$ cat config.mk
export PLATFORM = sky130hd
export DESIGN_NAME = round_sequencer
export DESIGN_NICKNAME = d
export VERILOG_FILES = /design/src/rtl/round_sequencer.sv
export SDC_FILE = /design/constraint.sdc
export NUM_CORES = 1
export LEC_CHECK = 0
export ABC_AREA = 1
export CAP_MARGIN = 20
export CORE_MARGIN = 4
export CORE_UTILIZATION = 50
export DETAILED_ROUTE_END_ITERATION = 10
export PLACE_DENSITY = 0.82
export SLEW_MARGIN = 30
export SYNTH_ARGS = -nofsm -noshare
export SYNTH_HDL_FRONTEND = slang
export SYNTH_SLANG_ARGS = --single-unit
$ cat constraint.sdc
create_clock -name CLK -period 1.75 [get_ports CLK]
set_input_delay 0.35 -clock CLK [delete_from_list [all_inputs] [get_ports CLK]]
set_output_delay 0.35 -clock CLK [all_outputs]
set_load 0.01 [all_outputs]
$ cat src/rtl/round_sequencer.sv
// Round sequencer for an iterative block cipher: IDLE -> LOAD -> ROUNDS x RUN -> HOLD, Moore-decoded controls.
// Build option SEQ_ABORT_EN adds an ABORT input that cancels an in-flight block without a DONE pulse.
module round_sequencer #(
    parameter int ROUNDS = 32,
    parameter int IDX_W  = 6
) (
    input  logic             CLK,
    input  logic             RST,
    input  logic             START,
    input  logic             MODE,
    input  logic             OUT_READY,
`ifdef SEQ_ABORT_EN
    input  logic             ABORT,
`endif
    output logic             LOAD,
    output logic             ROUND_EN,
    output logic [IDX_W-1:0] ROUND_IDX,
    output logic             BUSY,
    output logic             OUT_VALID,
    output logic             DONE
);
    typedef enum logic [1:0] {S_IDLE, S_LOAD, S_RUN, S_HOLD} state_t;

    localparam logic [IDX_W-1:0] IDX_LAST = IDX_W'(ROUNDS - 1);
    localparam logic [IDX_W-1:0] IDX_ZERO = '0;

    state_t           state_q, state_d;
    logic [IDX_W-1:0] idx_q, idx_d;
    logic             mode_q, mode_d;
    logic             start_q;
    logic             abort_w;
    logic             start_acc;
    logic             run_last;

`ifdef SEQ_ABORT_EN
    assign abort_w = ABORT;
`else
    assign abort_w = 1'b0;
`endif

    assign start_acc = START & ~start_q & (state_q == S_IDLE);
    assign run_last  = mode_q ? (idx_q == IDX_ZERO) : (idx_q == IDX_LAST);

    // start_q resets high so a START held through reset release is not an edge
    always_ff @(posedge CLK or posedge RST) begin
        if (RST) begin
            state_q <= S_IDLE;
            idx_q   <= '0;
            mode_q  <= 1'b0;
            start_q <= 1'b1;
        end else begin
            state_q <= state_d;
            idx_q   <= idx_d;
            mode_q  <= mode_d;
            start_q <= START;
        end
    end

    always_comb begin
        state_d = state_q;
        idx_d   = idx_q;
        mode_d  = mode_q;
        if (abort_w && (state_q != S_IDLE)) begin
            state_d = S_IDLE;
            idx_d   = '0;
        end else begin
            case (state_q)
                S_IDLE: begin
                    if (start_acc) begin
                        state_d = S_LOAD;
                        mode_d  = MODE;
                        idx_d   = MODE ? IDX_LAST : IDX_ZERO;
                    end
                end
                S_LOAD: state_d = S_RUN;
                S_RUN: begin
                    if (run_last) begin
                        state_d = S_HOLD;
                    end else begin
                        idx_d = mode_q ? (idx_q - 1'b1) : (idx_q + 1'b1);
                    end
                end
                S_HOLD: begin
                    if (OUT_READY) begin
                        state_d = S_IDLE;
                        idx_d   = '0;
                    end
                end
                default: state_d = S_IDLE;
            endcase
        end
    end

    // DONE marks the handshake cycle itself, so it also looks at OUT_READY
    always_comb begin
        LOAD      = (state_q == S_LOAD);
        ROUND_EN  = (state_q == S_RUN);
        ROUND_IDX = idx_q;
        BUSY      = (state_q != S_IDLE);
        OUT_VALID = (state_q == S_HOLD);
        DONE      = (state_q == S_HOLD) & OUT_READY & ~abort_w;
    end
endmodule

* Yosys cells after proc, flatten, opt, wreduce, memory -nomap -nowiden
Index checks and enable logic that the tools add are counted.
** Word-level totals
- Flip-flop bits (word level) :: 10
- Input port bits :: 5
- Output and inout port bits :: 11
- Logic and storage cells :: 36
** Cells by class
- Add/sub/neg operators :: 2
- Equal/unequal tests :: 8
- Muxes and demuxes :: 11
- Bitwise operators :: 4
- Reduce and logical (&&, ||, !) cells :: 7
** Operators by type and width (count)
- 6-bit two-way mux :: 4
- 6-bit one-hot mux with 3 select lines :: 1
- 2-bit one-hot mux with 4 select lines :: 1
- 6-bit by 1-bit adder with 6-bit output (second input constant) :: 1
- 6-bit by 5-bit == test with 1-bit output (second input constant) :: 1
- 6-bit logical NOT :: 1
- 2-bit two-way mux :: 3
- 2-bit != test (second input constant) :: 3
- 6-bit by 1-bit subtractor with 6-bit output (second input constant) :: 1
- 5-bit two-way mux :: 1
- 2-bit == test (second input constant) :: 2
- 4-bit AND reduction :: 1
- 1-bit bitwise AND :: 3
- 3-bit AND reduction :: 1
- 3-bit nonzero test :: 1
- 2-bit by 1-bit == test with 1-bit output (second input constant) :: 1
- 2-bit logical NOT :: 1
- 2-bit by 1-bit != test with 1-bit output (second input constant) :: 1
- 2-bit AND reduction :: 1
- 2-bit nonzero test :: 1
- 1-bit two-way mux :: 1
- 1-bit inverter :: 1

* Depth between registers and ports, before layout
- Depth after elaboration :: 5
- Mapped depth :: 9
- Depth with buffers taken out :: 9

* Worst setup path after synthesis
Ideal clock, no wire load.
- Kind :: register to register
- Start :: register idx_q[0], in the netlist ROUND_IDX[0]
- End :: register idx_q[2], in the netlist ROUND_IDX[2]
- Library setup time :: 0.124 ns
- Data arrival time :: 1.316 ns
- Data required time :: 1.626 ns
- Setup slack :: 0.310 ns
- Cell stages (with the launch flop) :: 6
- Path buffers :: 0
- Period minus slack after synthesis :: 1.440 ns
- Cells stage by stage :: dfrtp_1 fa_1 o21ai_0 a21oi_1 o211ai_1 nand2_1
** Between the ends
- Longest elaborated chain between the ends :: 4
- Elaborated cells on any way between the ends :: 10
- Classes of those cells :: 2 x add/sub; 2 x eq/ne; 4 x mux; 2 x reduce/logical
** RTL lines
- start, declared :: RTL line 28 : logic [IDX_W-1:0] idx_q, idx_d;
- start signal, assigned :: RTL line 53 : idx_q <= idx_d;
- 6-bit by 1-bit adder with 6-bit output, or another cell as far along :: RTL line 80 : idx_d = mode_q ? (idx_q - 1'b1) : (idx_q + 1'b1);
- 6-bit two-way mux / 1-bit two-way mux (equally long branches) :: RTL line 80, 42
- 6-bit two-way mux / 2-bit != test (equally long branches)
- 6-bit one-hot mux with 3 select lines / 4-bit AND reduction (equally long branches)
Several ways; a longest one is shown, not always the timed one. The select of a mux whose other input is x is not followed.
A chain may end at the register's enable or synchronous reset.

* Worst setup path in the final report
- Start :: register state_q[1]
- End :: output port LOAD
** Between the ends
- Longest elaborated chain between the ends :: 1
** RTL lines
- start, declared :: RTL line 27 : state_t state_q, state_d;
- start signal, assigned :: RTL line 52 : state_q <= state_d;
- 2-bit by 1-bit == test with 1-bit output :: RTL line 96 : LOAD = (state_q == S_LOAD);
- end, declared :: RTL line 15 : output logic LOAD,
Every way passes these cells.

==> run metrics <==
Initial Util=0.5365; Slew Limit Fails=0; adder-cell area share of the yosys netlist=0.1452; xor-xnor portion of the synthesized cell area=0.01059; DRC Markers=0; post-synthesis mux area share=0; final setup fails=0; met3 wire length=61 um; Post-Syn Instances=116; Pint=1099 uW; number of CTS-inserted buffers=3; design area=1077 um2; DRT Pass-1 Iters=4; M1 wire length=798 um; total congestion overflow=0; Synth Area in Compound Gates=0.06959; Slowest-stage cell, CP=dfrtp_1; fillers=122; Cell Pwr Density=2004 nW/um2; initial antenna violation count=0; status=finished clean; clock root cell=clkbuf_4; Final Cycle Share=0.9718; Max FO, Critical Path=3; clk_skew=0.006677 ns; # Max-Cap Violations=0; Die Y=48.67 um; Post-DP Area=998.5 um2; vias in the first global route=733; largest area contributor in the netlist=dfrtp_1; Post-synth EDFFs=0; sw power=1061 uW; measured slew at the worst slew-check pin=0.3925 ns; Post-Syn Area=827.0 um2; leakage power=0.0005824 uW; depth of the CTS H-tree=1; Via Count=778; Clk pwr share=0.079; Largest stage delay, worst path=0.38 ns; largest family of logic cells by synthesized area=simple AND/OR/NAND/NOR gates; Synth async-reset ratio=1.000; Overall Global Routing Usage=0.1576; final wirelength=1764 um; top-area cell type share of the netlist area=0.2723; uppermost layer routed=met4; wire length per cell=11.31 um; Area contributors post-synth=dfrtp_1 27%, nand2_1 17%, ha_1 12%; GPL Wtd Cong=0.8641; CP bufs+invs=3; commonest cells in the synthesized netlist=38 x nand2_1, 19 x inv_1, 10 x nand3_1; Seq cells post-synth=10; Routed Antenna Nets=0; global-route wire length before repair=3077 um; Area Growth Syn to Fin=30.26%; simple-gate share of the synthesized area=0.3555; peak supply drop=1211 uV; met2 WL=878 um; Net Count, Synth=130; RSZ-0062 raised after global routing=false; worst path arrival time=1.35 ns; worst-case clock buffer depth=2; detailed-route vias per instance=4.987; final hold vios=0; Flop pwr share=0.225; Crit path max-delay family=buffers and inverters; sw frac=0.4913; largest net degree at the start of global routing=11; Hold Worst Slack=0.3586 ns; DR iter-0 viols=9; WS Path Type=flop to output port; hold buffer count at CTS=0; post-synthesis sequential area ratio=0.3041; slew margin rel.=0.7380; most frequent cell after synthesis=nand2_1; Setup crit start kind=flop; critical path, cell by cell=buf_4, inv_2, ha_2, dlygate4sd2_1; HPWL Detailed=1270 um; clk slew on worst S/H paths=0.07 ns; Placement Rows=14; port buffer count=15; Logic pwr share=0.696; ANT cells=0; Final nets=155; crit path capture type=output port; layout cells sized above 1=0.1714; Yosys cell types=23; Die X=48.67 um; hold crit path type=primary input to async pin; Core Area=1541 um2; Die Area=2369 um2; Sink Count=10; Synth Flop Type=dfrtp_1; CP required=1.40 ns; final worst path period need=1.701 ns; Max Clock Freq=588.0 MHz; Syn. warnings=0; CTS tree=built; Avg Inst Size Synth=7.130 um2; IO Count=16; Worst-Skew Late Latency=0.27 ns
## area by class of cell
class | count | area, um2 | area share
timing repair buffer | 21 | 190.2 | 0.1765
clock buffer | 4 | 26.28 | 0.02439
tap | 16 | 20.02 | 0.01858
sequential | 10 | 251.5 | 0.2334
inverter | 21 | 81.33 | 0.07549
multi-input combinational | 84 | 508.0 | 0.4715
## kinds of logic (layout without fill, tap and decap cells)
kind of cell | after synthesis | count (layout)
compound gates | 11 | 11
xor+xnor | 1 | 1
fa+ha+maj | 9 | 9
buf+inv | 22 | 46
flops | 10 | 10
simple gates | 63 | 63
## state kept, by name, summed over array words and instances (netlist names)
signal     flops
ROUND_IDX      6
start_q        1
state_q        2
mode_q         1
## cells in the final DEF, fill, tap and decap left out, types with 4 or more instances in the layout
cell type and count:
nor2_1 7, a21oi_1 5, dlygate4sd2_1 4, nand3_1 10, nand2_1 38, buf_4 6, clkdlybuf4s50_1 10, inv_1 17
ha_1 5, dfrtp_1 9
## through the flow
stage                     worst slack, ns  std cells  TNS [ns]  total power, uW    util
after global routing            0.0005950        156         0             2393  0.6989
after global placement           -0.05018        148  -0.05018             1843  0.6477
after floorplan                    0.3097        116         0             1462       -
final                             0.04929        156         0             2159  0.6989
after CTS                        -0.04175        154  -0.04175             2074  0.6802
after detailed placement         -0.05177        148  -0.05177             1883  0.6477
## metal layers
| layer | GRT usage | up-vias |
|---|---|---|
| met3 | 0.02147 | 5 |
| met4 | 0.06726 | 0 |
| met5 | 0 | - |
| li1 | - | 409 |
| met1 | 0.1950 | 345 |
| met2 | 0.2696 | 19 |
## power by group through the flow
| stage | Sequential (uW) | Clock, uW | Combinational, uW |
|---|---|---|---|
| after CTS | 502 | 167 | 1400 |
| after detailed placement | 507 | 0 | 1380 |
| after global routing | 510 | 186 | 1700 |
| final | 487 | 170 | 1500 |
| after floorplan | 503 | 0 | 959 |
| after global placement | 502 | 0 | 1340 |
## worst paths after layout
kind,start,endpoint,slack [ns],depth (start not counted)
max,state_q[1],LOAD,0.05,4
min,RST,ROUND_IDX[3],0.36,2
max reg2reg,mode_q,ROUND_IDX[5],0.16,8
min reg2reg,ROUND_IDX[5],ROUND_IDX[5],0.56,2
max in group asynchronous,RST,start_q,1.07,2
min in group CLK,ROUND_IDX[5],ROUND_IDX[5],0.56,2
## what timing repair did
item                       4_1_cts  5_1_grt
setup buffers                    2        2
gates resized for setup          8        5
setup endpoints to repair        5        3
pin swaps                        1        1
No activity file was read; power rests on OpenSTA's default activity.
